===== config.mk =====
export PLATFORM = sky130hd
export DESIGN_NAME = divider_seq_flat
export DESIGN_NICKNAME = d
export VERILOG_FILES = /design/src/rtl/divider_seq_if.sv /design/src/rtl/divider_seq.sv /design/src/flat_wrapper.sv
export SDC_FILE = /design/constraint.sdc
export NUM_CORES = 1
export LEC_CHECK = 0
export ABC_CLOCK_PERIOD_IN_PS = 3900
export BUFFER_PORTS_ARGS = -buffer_cell sky130_fd_sc_hd__buf_2
export CORE_AREA = 2 2 161 163
export CTS_CLUSTER_DIAMETER = 100
export DETAILED_ROUTE_END_ITERATION = 10
export DIE_AREA = 0 0 163 165
export PLACE_DENSITY = 0.75
export SLEW_MARGIN = 20
export SYNTH_ARGS = -nofsm -noshare
export SYNTH_HDL_FRONTEND = slang
export SYNTH_SLANG_ARGS = --single-unit

===== constraint.sdc =====
create_clock -name clk -period 3.9 [get_ports clk]
set_clock_uncertainty 0.15 [all_clocks]
set_input_delay 0.78 -clock clk [delete_from_list [all_inputs] [get_ports clk]]
set_output_delay 0.78 -clock clk [all_outputs]
set_load 0.005 [all_outputs]

===== src/rtl/divider_seq_if.sv =====
// rtl/divider_seq_if.sv - operand/result handshake bundle for divider_seq
interface divider_seq_if #(
  parameter int WIDTH = 32
);
  logic             in_valid;
  logic             in_ready;
  logic [WIDTH-1:0] dividend;
  logic [WIDTH-1:0] divisor;
  logic             signed_op;
  logic             flush;
  logic             out_valid;
  logic             out_ready;
  logic [WIDTH-1:0] quotient;
  logic [WIDTH-1:0] remainder;
  logic             div_by_zero;
  logic             overflow;

  modport slave (
    input  in_valid, dividend, divisor, signed_op, flush, out_ready,
    output in_ready, out_valid, quotient, remainder, div_by_zero, overflow
  );

  modport master (
    output in_valid, dividend, divisor, signed_op, flush, out_ready,
    input  in_ready, out_valid, quotient, remainder, div_by_zero, overflow
  );
endinterface


===== src/rtl/divider_seq.sv =====
// rtl/divider_seq.sv - iterative restoring divider, UNROLL quotient bits per cycle
module divider_seq #(
  parameter int WIDTH  = 32,
  parameter int UNROLL = 1
) (
  input  logic         clk,
  input  logic         rst_n,
  divider_seq_if.slave div_if
);
  localparam int N  = WIDTH / UNROLL;
  localparam int CW = (N > 1) ? $clog2(N) : 1;
  localparam logic [WIDTH-1:0] MIN_VAL = {1'b1, {(WIDTH-1){1'b0}}};
  localparam logic [WIDTH-1:0] ONES    = {WIDTH{1'b1}};
  localparam logic [WIDTH-1:0] ZERO    = {WIDTH{1'b0}};

  typedef enum logic [2:0] {S_IDLE, S_PREP, S_CALC, S_FIX, S_DONE} state_e;

  state_e           state_q;
  logic [WIDTH-1:0] a_q;
  logic [WIDTH-1:0] b_q;
  logic [WIDTH-1:0] dabs_q;
  logic [WIDTH-1:0] quo_q;
  logic [WIDTH-1:0] rem_q;
  logic [CW-1:0]    cnt_q;
  logic             sop_q;
  logic             in_ready_q;
  logic             out_valid_q;
  logic             dbz_q;
  logic             ovf_q;

  logic [WIDTH-1:0] a_abs;
  logic [WIDTH-1:0] b_abs;
  logic [WIDTH-1:0] quo_d;
  logic [WIDTH-1:0] rem_d;
  logic [WIDTH:0]   step_tmp;
  logic [WIDTH:0]   step_diff;
  logic             neg_quo;
  logic             neg_rem;

  always_comb begin
    a_abs   = (sop_q && a_q[WIDTH-1]) ? (ZERO - a_q) : a_q;
    b_abs   = (sop_q && b_q[WIDTH-1]) ? (ZERO - b_q) : b_q;
    neg_quo = sop_q && (a_q[WIDTH-1] ^ b_q[WIDTH-1]);
    neg_rem = sop_q && a_q[WIDTH-1];
  end

  // The partial remainder stays below the divisor, so the top bit of the
  // WIDTH+1-bit difference is a clean borrow flag for the restore decision.
  always_comb begin
    quo_d     = quo_q;
    rem_d     = rem_q;
    step_tmp  = '0;
    step_diff = '0;
    for (int u = 0; u < UNROLL; u++) begin
      step_tmp  = {rem_d, quo_d[WIDTH-1]};
      step_diff = step_tmp - {1'b0, dabs_q};
      quo_d     = {quo_d[WIDTH-2:0], ~step_diff[WIDTH]};
      rem_d     = step_diff[WIDTH] ? step_tmp[WIDTH-1:0] : step_diff[WIDTH-1:0];
    end
  end

  always_ff @(posedge clk or negedge rst_n) begin
    if (!rst_n) begin
      state_q     <= S_IDLE;
      a_q         <= '0;
      b_q         <= '0;
      dabs_q      <= '0;
      quo_q       <= '0;
      rem_q       <= '0;
      cnt_q       <= '0;
      sop_q       <= 1'b0;
      in_ready_q  <= 1'b1;
      out_valid_q <= 1'b0;
      dbz_q       <= 1'b0;
      ovf_q       <= 1'b0;
    end else if (div_if.flush) begin
      state_q     <= S_IDLE;
      in_ready_q  <= 1'b1;
      out_valid_q <= 1'b0;
      dbz_q       <= 1'b0;
      ovf_q       <= 1'b0;
    end else begin
      case (state_q)
        S_IDLE: begin
          if (div_if.in_valid) begin
            a_q        <= div_if.dividend;
            b_q        <= div_if.divisor;
            sop_q      <= div_if.signed_op;
            dbz_q      <= 1'b0;
            ovf_q      <= 1'b0;
            in_ready_q <= 1'b0;
            state_q    <= S_PREP;
          end
        end
        // Special results still pass through FIX (untouched there) so their
        // latency is a fixed two edges after acceptance.
        S_PREP: begin
          if (b_q == ZERO) begin
            quo_q   <= ONES;
            rem_q   <= a_q;
            dbz_q   <= 1'b1;
            state_q <= S_FIX;
          end else if (sop_q && (a_q == MIN_VAL) && (b_q == ONES)) begin
            quo_q   <= MIN_VAL;
            rem_q   <= ZERO;
            ovf_q   <= 1'b1;
            state_q <= S_FIX;
          end else begin
            quo_q   <= a_abs;
            rem_q   <= ZERO;
            dabs_q  <= b_abs;
            cnt_q   <= CW'(N - 1);
            state_q <= S_CALC;
          end
        end
        S_CALC: begin
          quo_q <= quo_d;
          rem_q <= rem_d;
          if (cnt_q == '0) begin
            state_q <= S_FIX;
          end else begin
            cnt_q <= cnt_q - CW'(1);
          end
        end
        S_FIX: begin
          if (!dbz_q && !ovf_q) begin
            if (neg_quo) quo_q <= ZERO - quo_q;
            if (neg_rem) rem_q <= ZERO - rem_q;
          end
          out_valid_q <= 1'b1;
          state_q     <= S_DONE;
        end
        S_DONE: begin
          if (div_if.out_ready) begin
            out_valid_q <= 1'b0;
            in_ready_q  <= 1'b1;
            state_q     <= S_IDLE;
          end
        end
        default: begin
          out_valid_q <= 1'b0;
          in_ready_q  <= 1'b1;
          state_q     <= S_IDLE;
        end
      endcase
    end
  end

  assign div_if.in_ready    = in_ready_q;
  assign div_if.out_valid   = out_valid_q;
  assign div_if.quotient    = quo_q;
  assign div_if.remainder   = rem_q;
  assign div_if.div_by_zero = dbz_q;
  assign div_if.overflow    = ovf_q;
endmodule


===== src/flat_wrapper.sv =====
// flat-port wrapper written by rule: the top's interface ports become plain ports
module divider_seq_flat 
#(
  parameter int WIDTH  = 32,
  parameter int UNROLL = 1
)
  (clk, rst_n, div_if_in_valid, div_if_dividend, div_if_divisor, div_if_signed_op, div_if_flush, div_if_out_ready, div_if_in_ready, div_if_out_valid, div_if_quotient, div_if_remainder, div_if_div_by_zero, div_if_overflow);
  divider_seq_if #(.WIDTH(WIDTH)) div_if_i ();
  input  logic clk;
  input  logic rst_n;
  input wire logic [$bits(div_if_i.in_valid)-1:0] div_if_in_valid;
  input wire logic [$bits(div_if_i.dividend)-1:0] div_if_dividend;
  input wire logic [$bits(div_if_i.divisor)-1:0] div_if_divisor;
  input wire logic [$bits(div_if_i.signed_op)-1:0] div_if_signed_op;
  input wire logic [$bits(div_if_i.flush)-1:0] div_if_flush;
  input wire logic [$bits(div_if_i.out_ready)-1:0] div_if_out_ready;
  output wire logic [$bits(div_if_i.in_ready)-1:0] div_if_in_ready;
  output wire logic [$bits(div_if_i.out_valid)-1:0] div_if_out_valid;
  output wire logic [$bits(div_if_i.quotient)-1:0] div_if_quotient;
  output wire logic [$bits(div_if_i.remainder)-1:0] div_if_remainder;
  output wire logic [$bits(div_if_i.div_by_zero)-1:0] div_if_div_by_zero;
  output wire logic [$bits(div_if_i.overflow)-1:0] div_if_overflow;
  assign div_if_i.in_valid = div_if_in_valid;
  assign div_if_i.dividend = div_if_dividend;
  assign div_if_i.divisor = div_if_divisor;
  assign div_if_i.signed_op = div_if_signed_op;
  assign div_if_i.flush = div_if_flush;
  assign div_if_i.out_ready = div_if_out_ready;
  assign div_if_in_ready = div_if_i.in_ready;
  assign div_if_out_valid = div_if_i.out_valid;
  assign div_if_quotient = div_if_i.quotient;
  assign div_if_remainder = div_if_i.remainder;
  assign div_if_div_by_zero = div_if_i.div_by_zero;
  assign div_if_overflow = div_if_i.overflow;
  divider_seq #(.WIDTH(WIDTH), .UNROLL(UNROLL)) u_core (.clk(clk), .rst_n(rst_n), .div_if(div_if_i));
endmodule

# Word-level counts from Yosys, hierarchy flattened
# Index checks and enable logic that the tools add are counted.
# totals
register_bits	173
inputBits	70
output_inout_bits	68
word_cells	106
# op_classes
n_addsub	6
eq_ne	20
muxes	37
bitwise	5
n_reduce_logical	26
# op_table
cell	n
$mux W32	10
$pmux W32 S3	2
$sub A1 B32 Y32 const A	4
$eq A32 B32 Y1 const B	2
$sub A33 B32 Y33	1
$logic_not A32 Y1	1
$reduce_and A4 Y1	4
$mux W3	5
$mux W5	3
$pmux W3 S5	1
$reduce_and A3 Y1	4
$mux W1	11
$ne A2 B1 Y1 const B	5
$pmux W5 S2	1
$ne A3 B2 Y1 const B	3
$ne A3 B3 Y1 const B	3
$eq A3 B2 Y1 const B	2
$logic_and A1 B1 Y1	6
$ne A2 B2 Y1 const B	3
$pmux W1 S3	2
$reduce_bool A3 Y1	2
$reduce_or A3 Y1	2
$logic_not A5 Y1	1
$reduce_and A5 Y1	1
other kinds (10)	15

# Depth between registers and ports, before layout
# Gate-level depths: netlist of the first run.
# depth
ltp_word	7
depth_mapped	14
ltp_nobuf	12

# Worst setup path after synthesis of the first run
# No wires, ideal clock.
# synth_timing
kind	reg-to-reg
from	register u_core.quo_q[31] (netlist: u_core.div_if.quotient[31])
to	register u_core.rem_q[27] (netlist: u_core.div_if.remainder[27])
setup_time_ns	0.120
arrival_time_ns	2.993
required_ns	3.630
path_slack_ns	0.637
stages_incl_launch_ff	14
cell_sequence	dfrtp_1 inv_1 ha_1 fa_1 nand2b_1 a21oi_1 o2111ai_1 a21oi_1 o211ai_1 a21oi_1 nor2_1 buf_2 clkbuf_1 a31o_2
# synth_via
elab_chain_len	3
# synth_lines
element	line_no	source
from (decl)	divider_seq.sv:22	logic [WIDTH-1:0] quo_q;
from (signal assigned)	divider_seq.sv:109	quo_q <= a_abs;
from (signal assigned)	divider_seq.sv:117	quo_q <= quo_d;
from (signal assigned)	divider_seq.sv:127	if (neg_quo) quo_q <= ZERO - quo_q;
$sub A33 B32 Y33	divider_seq.sv:56	step_diff = step_tmp - {1'b0, dabs_q};
$mux W32	divider_seq.sv:58	rem_d = step_diff[WIDTH] ? step_tmp[WIDTH-1:0] : step_diff[WIDTH-1:0];
$pmux W32 S3	divider_seq.sv:83	case (state_q)
to (signal assigned)	divider_seq.sv:100	rem_q <= a_q;
to (signal assigned)	divider_seq.sv:118	rem_q <= rem_d;
to (signal assigned)	divider_seq.sv:128	if (neg_rem) rem_q <= ZERO - rem_q;
to (decl)	divider_seq.sv:23	logic [WIDTH-1:0] rem_q;
# No other way between the ends.
# A chain may end at the register's enable or synchronous reset.

# Worst setup path in the final report of the first run
# layout_timing
from	register u_core.quo_q[31] (netlist: u_core.div_if.quotient[31])
to	register u_core.rem_q[0] (netlist: u_core.div_if.remainder[0])
# layout_via
elab_chain_len	3
# layout_lines
element	line_no
$sub A33 B32 Y33	divider_seq.sv:56
$mux W32 *	divider_seq.sv:58
$pmux W32 S3 *	divider_seq.sv:83
# Mark *: on every way between the ends. The rest lies on a longest branch, timed or not.

==> run metrics, run 1 <==
share of cells above drive strength 1=19.2%; CTS sink count=between 150 and 200; post-DR wirelength/cell=between 15 and 20 µm; Synth area leader=dfrtp_1; largest net degree at the start of global routing=66; final hold violation count=0; CTS root buf=clkbuf_16; Worst setup SP type=flop; ant diodes=0; synthesized flop and latch total=approximately 170; nets@finish=~1700; Core Area=~25000 µm²; Area contributors post-synth=dfrtp_1, mux2_2, a21oi_1, xnor2_1, nor2_1; number of distinct library cells after synthesis=79; Via density=between 6 and 7; largest family of logic cells by synthesized area=compound AO/OA/AOI/OAI gates; Ys Warns=0; Clk Latency, worst-skew pair=~0.45 ns; Synth Area in Compound Gates=22.8%; Power Density=a little under 1000 nW/µm²; Post-synth ARST share=between 90% and 100%; synthesized cell area=between 10000 and 15000 µm²; crit path max fanout=11; Sum Neg Setup Slack=0 ns; Period Utilization, post-route=between 90% and 100%; drc violations=0; die width=approximately 160 µm; cts bufs inserted=17; Post-Syn Nets=roughly 1600; Clock Path Buffers=2; initial DRC count=1282; top cell type's share of synthesized area=a little over a third; vias in the first global route=around 11000; Post-CTS Setup Bufs=0; Synth Area in Simple Gates=18.7%; top post-synthesis cells by count=dfrtp_1, a21oi_1, nor2_1, nand2_1, o21ai_0; GP Congestion=0.951; H-tree Lvls=4; status=finished, final reports clean; Die Span Y=approximately 170 µm; placed instance count=approximately 1900; hpwl dp=26700 µm; leak pwr=a little over 0.006 µW; CTS tree=done; endpoints failing setup=0; Fmax=278 MHz; initial antenna violation count=0; via count=11800; Initial Util=49.5%; most frequent cell after synthesis=dfrtp_1; area growth from synthesis to layout=14.5%; adder-cell share of the synthesized area=under 10%; endpoint class of the critical path=flop; VDD IR-drop max=0.462 mV; port bufs=approximately 140; num rows=58; DIE AREA=approximately 27000 µm²; RSZ-0062 raised after global routing=no; I/O Pins=roughly 140; pre-CTS setup slack=0.295 ns; ys flop type=dfrtp_1; crit path time final=roughly 3.6 ns; fin worst setup slack=between 0.3 and 0.4 ns; Routed WL=36200 µm; Mapped Cells=~1500; CP startpoint=u_core.div_if.quotient[31]; Seq/Total Area, Yosys=between 30% and 40%; Worst Path Required=4.10 ns; Clock Pin Slew Worst Setup and Hold Paths=0.07 ns; Slew @ Worst Pin=0.885 ns; Mapped Avg Cell Area=about 8.5 µm²; Max Slew Vio Count=0; crit path kind=flop to flop; xor/xnor share of the synthesized area=between 7 and 8%; Post-synth EDFFs=0; multiplexer area fraction after synthesis=7.81%; Final Power=approximately 14000 µW; Post-Layout Cell Count=between 1500 and 2000; max-cap violations=0; GRT overflow=0; relative slew slack=slightly above 40%; overall global routing resource usage=27.5%; first-pass GRT wire length=a little under 60000 µm; RR Startpoint=u_core.div_if.quotient[31]; Hold Path Class=input pin to async pin; drt pass-1 iters=6; Worst EP arrival=3.80 ns; ANT nets after route=0
-- worst max-delay path: stages (launching register included) --
cell	delay, ns
dfrtp_1	0.47
inv_1	0.13
ha_1	0.24
fa_1	0.40
nand2b_1	0.18
a21oi_1	0.27
o2111ai_1	0.22
a21oi_1	0.28
o211a_1	0.19
o21ai_0	0.16
nand2_2	0.26
mux2_2	0.38
o221ai_1	0.17
-- routing by layer --
layer  track usage, %  vias to the layer above  part of all wire, %
li1                 -                     5561                    -
met1             37.9                     5610                   43
met2             43.8                      589                   46
met3             5.05                       62                  8.5
met4             9.09                        0                  2.4
met5                0                        -                    0
-- layout by cell type, fill, tap and decap left out, drive strengths merged, types with 5 or more instances in the layout --
master	instances
a211oi	7
a21o	20
a21oi	136
a221oi	19
a22oi	15
a31oi	14
and2	15
and3	5
buf	183
clkbuf	21
dfrtp	172
ha	39
inv	65
mux2	67
mux2i	21
nand2	129
nand2b	18
nand3	30
nand4	13
nor2	135
nor2b	7
nor3	54
nor4	16
o211ai	14
o21a	15
o21ai	122
o21bai	5
o221ai	15
o22a	6
o22ai	7
o31ai	14
o41ai	5
or3	14
or4	17
xnor2	58
xor2	43
-- state kept, by name, summed over array words and instances, names as in the netlist --
| register | count |
|---|---|
| u_core.div_if.out_valid | 1 |
| u_core.div_if.overflow | 1 |
| u_core.div_if.quotient | 32 |
| u_core.state_q | 3 |
| u_core.cnt_q | 5 |
| u_core.a_q | 32 |
| u_core.sop_q | 1 |
| u_core.div_if.in_ready | 1 |
| u_core.dabs_q | 32 |
| u_core.b_q | 32 |
| u_core.div_if.remainder | 32 |
| u_core.div_if.div_by_zero | 1 |
-- area by class of cell --
type	count	area (µm²)
repair buffers	183	1070
well taps	330	413
fillers	2238	10800
inverters	60	225
clock inverters	11	155
flip-flops and latches	173	4330
multi-input cells	1153	7550
clock buffers	21	460
-- final timing paths --
| path | slack (ns) | depth (start not counted) | end |
|---|---|---|---|
| worst max-delay path | 0.30 | 12 | u_core.div_if.remainder[0] |
| worst min-delay path | 0.19 | 1 | u_core.div_if.quotient[0] |
| worst max register to register | 0.30 | 12 | u_core.div_if.remainder[0] |
| worst min register to register | 0.37 | 2 | u_core.dabs_q[21] |
| max in group asynchronous | 2.62 | 2 | u_core.b_q[12] |
| min in group clk | 0.37 | 2 | u_core.dabs_q[21] |
-- cells by family (layout without fill, tap and decap cells) --
logic type / count (synthesis) / after routing
and+or+nand+nor: 473 / 473
muxes: 88 / 88
buffers and inverters: 136 / 275
DFF: 173 / 173
adders and majority gates: 40 / 40
xor gates and xnor gates: 101 / 101
AOI/OAI and AO/OA: 451 / 451
-- power breakdown --
group	internal (µW)	total [µW]	switching, µW
logic	3480	8020	4540
registers	2640	3940	1300
clock network	1060	1840	786
-- stage by stage --
step	hold slack [ns]	area, µm²	util, %
6_report	0.192	14200	56.7
2_1_floorplan	0.324	12400	-
4_1_cts	0.220	14200	56.7
5_1_grt	0.237	14200	56.7
3_5_place_dp	0.361	13600	54.2
3_3_place_gp	0.353	13600	54.2
-- what timing repair did --
action | in CTS | in global routing
endpoints found under the setup margin | 0 | 8
resized for setup | 0 | 2
hold buffers | 0 | 0
Power figures use the tool's default switching activity.
==> inputs of run 2 (changes only) <==
Settings changed: ABC_AREA set to 1, BUFFER_PORTS_ARGS -buffer_cell sky130_fd_sc_hd__buf_2 to -buffer_cell sky130_fd_sc_hd__clkbuf_2, CORE_AREA 2 2 161 163 to 2 2 182 166, DIE_AREA 0 0 163 165 to 0 0 184 168, PLACE_DENSITY 0.75 to 0.74.
==> run metrics, run 2 <==
Via density=5.54; Post-Syn Nets=2389; drt pass-1 iters=6; initial DRC count=roughly 1700; commonest non-fill, non-tap cell in the layout=nand2_1; Fmax=~320 MHz; status=finished, final reports clean; cts bufs inserted=17; Clock Path Buffers=2; Power Density=roughly 960 nW/µm²; Worst Path Required=between 4 and 5 ns; endpoint class of the critical path=flop; GP Congestion=around 1; post-CTS sizing=0; I/O Pins=roughly 140; VDD IR-drop max=roughly 0.42 mV; CTS root buf=clkbuf_16; overall global routing resource usage=32.4%; Synth area leader=dfrtp_1; most frequent cell after synthesis=nand2_1; largest net degree at the start of global routing=72; H-tree Lvls=4; crit path time final=3.15 ns; post-DR wirelength/cell=~18 µm; Core Area=~29000 µm²; multi-input combinational cell area=approximately 8300 µm²; Mapped Avg Cell Area=roughly 6.3 µm²; most frequent CP cell=nand2_1; num rows=60; endpoints failing setup=0; ys flop type=dfrtp_1; Initial Util=around half; Die Span Y=~170 µm; crit path max fanout=33; nets@finish=about 2500; CTS sink count=173; largest stage delay on the critical path=approximately 0.54 ns; via count=between 15000 and 20000; GRT overflow=0; RSZ-0062 raised after global routing=no; crit path kind=flop to flop; Routed WL=between 40000 and 50000 µm; DIE AREA=30900 µm²; hold_buf cts=0; drc violations=0; area growth from synthesis to layout=11.8%; Period Utilization, post-route=80.8%; number of distinct library cells after synthesis=54; share of cells above drive strength 1=a little over a tenth; ANT nets after route=0; FF+latch area=~4300 µm²; hpwl dp=between 30000 and 40000 µm; Worst setup SP type=flop; Fill cells=3046; first-pass GRT wire length=77500 µm; port bufs=137; ant diodes=0; top cell type's share of synthesized area=30.2%; CP cell instances=inv_1, ha_1, fa_1, inv_1, nand2_1, nand2_1, nand3_1, nand2_1, nand2_1, nand2_2, nand2_2, nand2_1, nand2_1, nand2_2, nand2_1, nand2_1, nand2_1, a21oi_1; Max Slew Vio Count=0; Ys Warns=0; Hold Path Class=input pin to async pin; Post-synth ARST share=100%; CTS tree=done; initial antenna violation count=0; CP delay by family, top=simple AND/OR/NAND/NOR gates; vias in the first global route=roughly 14000; final hold violation count=0; Worst EP arrival=about 3.4 ns; worst reg-to-reg setup slack=~0.75 ns; Clk Latency, worst-skew pair=0.46 ns; Clock Pin Slew Worst Setup and Hold Paths=around 0.080 ns; synthesized flop and latch total=around 170; Sum Neg Setup Slack=0 ns; Post-CTS Setup Bufs=0; Mapped Cells=roughly 2300; Slew @ Worst Pin=0.778 ns; synthesized cell area=between 10000 and 15000 µm²; commonest cells after routing, fill and taps aside=nand2_1, inv_1, nor2_1; max-cap violations=0; leak pwr=approximately 0.0084 µW; Buffers & Inverters on Critical Path=2; relative slew slack=48.1%; Post-synth EDFFs=0; top post-synthesis cells by count=nand2_1, inv_1, nor2_1, nand3_1, dfrtp_1; die width=between 150 and 200 µm; Final Power=roughly 15000 µW; Seq/Total Area, Yosys=a little under a third; Area contributors post-synth=dfrtp_1, nand2_1, inv_1, nor2_1, nand3_1; highest-delay cell along the critical path=nand2_2
==> run 2: cell types whose count changed after synthesis, moves of 56 or more <==
cell | before | now
inv_1 | 60 | 357
nor2_1 | 135 | 324
xnor2_1 | 58 | 2
mux2_2 | 66 | 10
nand2_1 | 129 | 606
nand3_1 | 30 | 177
==> run 2: path summary, 6_finish.rpt <==
check | from | end | cells after the start
max in group asynchronous | rst_n | u_core.div_if.remainder[17] | 2
min reg2reg | u_core.dabs_q[17] | u_core.dabs_q[17] | 2
max reg2reg | u_core.div_if.quotient[31] | u_core.div_if.remainder[28] | 18
min | rst_n | u_core.div_if.quotient[1] | 1
max | u_core.div_if.quotient[31] | u_core.div_if.remainder[28] | 18
min in group clk | u_core.dabs_q[17] | u_core.dabs_q[17] | 2
==> run 2: cell type report <==
| type | instances | share of cell area, % |
|---|---|---|
| well taps | 372 | 2.92 |
| repair buffers | 163 | 5.72 |
| multi-input cells | 1677 | 51.8 |
| flip-flops and latches | 173 | 27.2 |
| clock buffers | 18 | 2.69 |
| inverters | 368 | 8.70 |
| clock inverters | 14 | 1.05 |
==> run 2: kinds of logic (layout without fill, tap and decap cells) <==
group / count (synthesis) / after routing / synth area share [%]
AND/OR/NAND/NOR: 1228 / 1228 / 36.6
XOR/XNOR: 70 / 70 / 4.30
AO/OA/AOI/OAI: 329 / 329 / 12.5
multiplexers: 10 / 10 / 0.790
adder cells (fa/ha/maj): 40 / 40 / 3.56
flip-flops: 173 / 173 / 30.4
buffers and inverters: 429 / 563 / 11.9
==> run 2: metal layers <==
layer / wire [µm] / global-route usage, % / part of all wire [%] / up-vias
li1: - / - / - / 7461
met1: 22600 / 47.7 / 46 / 7175
met2: 21100 / 48.0 / 42 / 695
met3: 4600 / 5.99 / 9.3 / 86
met4: 1260 / 9.84 / 2.5 / 0
met5: 0 / 0 / 0 / -
==> run 2: where the power goes <==
group	total [µW]	switching [µW]	leakage, µW	internal (µW)
Combinational	9760	6560	0.00612	3210
Sequential	3730	1120	0.00200	2620
Clock	1790	871	0.000295	920
==> run 2: metrics by stage <==
step,hold WS [ns],std cells,area [µm²],utilization (%),setup WS [ns]
2_1_floorplan,0.303,2279,14300,-,1.43
3_3_place_gp,0.316,2753,15300,52.4,0.862
3_5_place_dp,0.325,2753,15300,52.4,0.776
4_1_cts,0.0809,2785,15900,54.5,0.758
5_1_grt,0.0942,2785,15900,54.5,0.494
6_report,0.0789,2785,15900,54.5,0.751
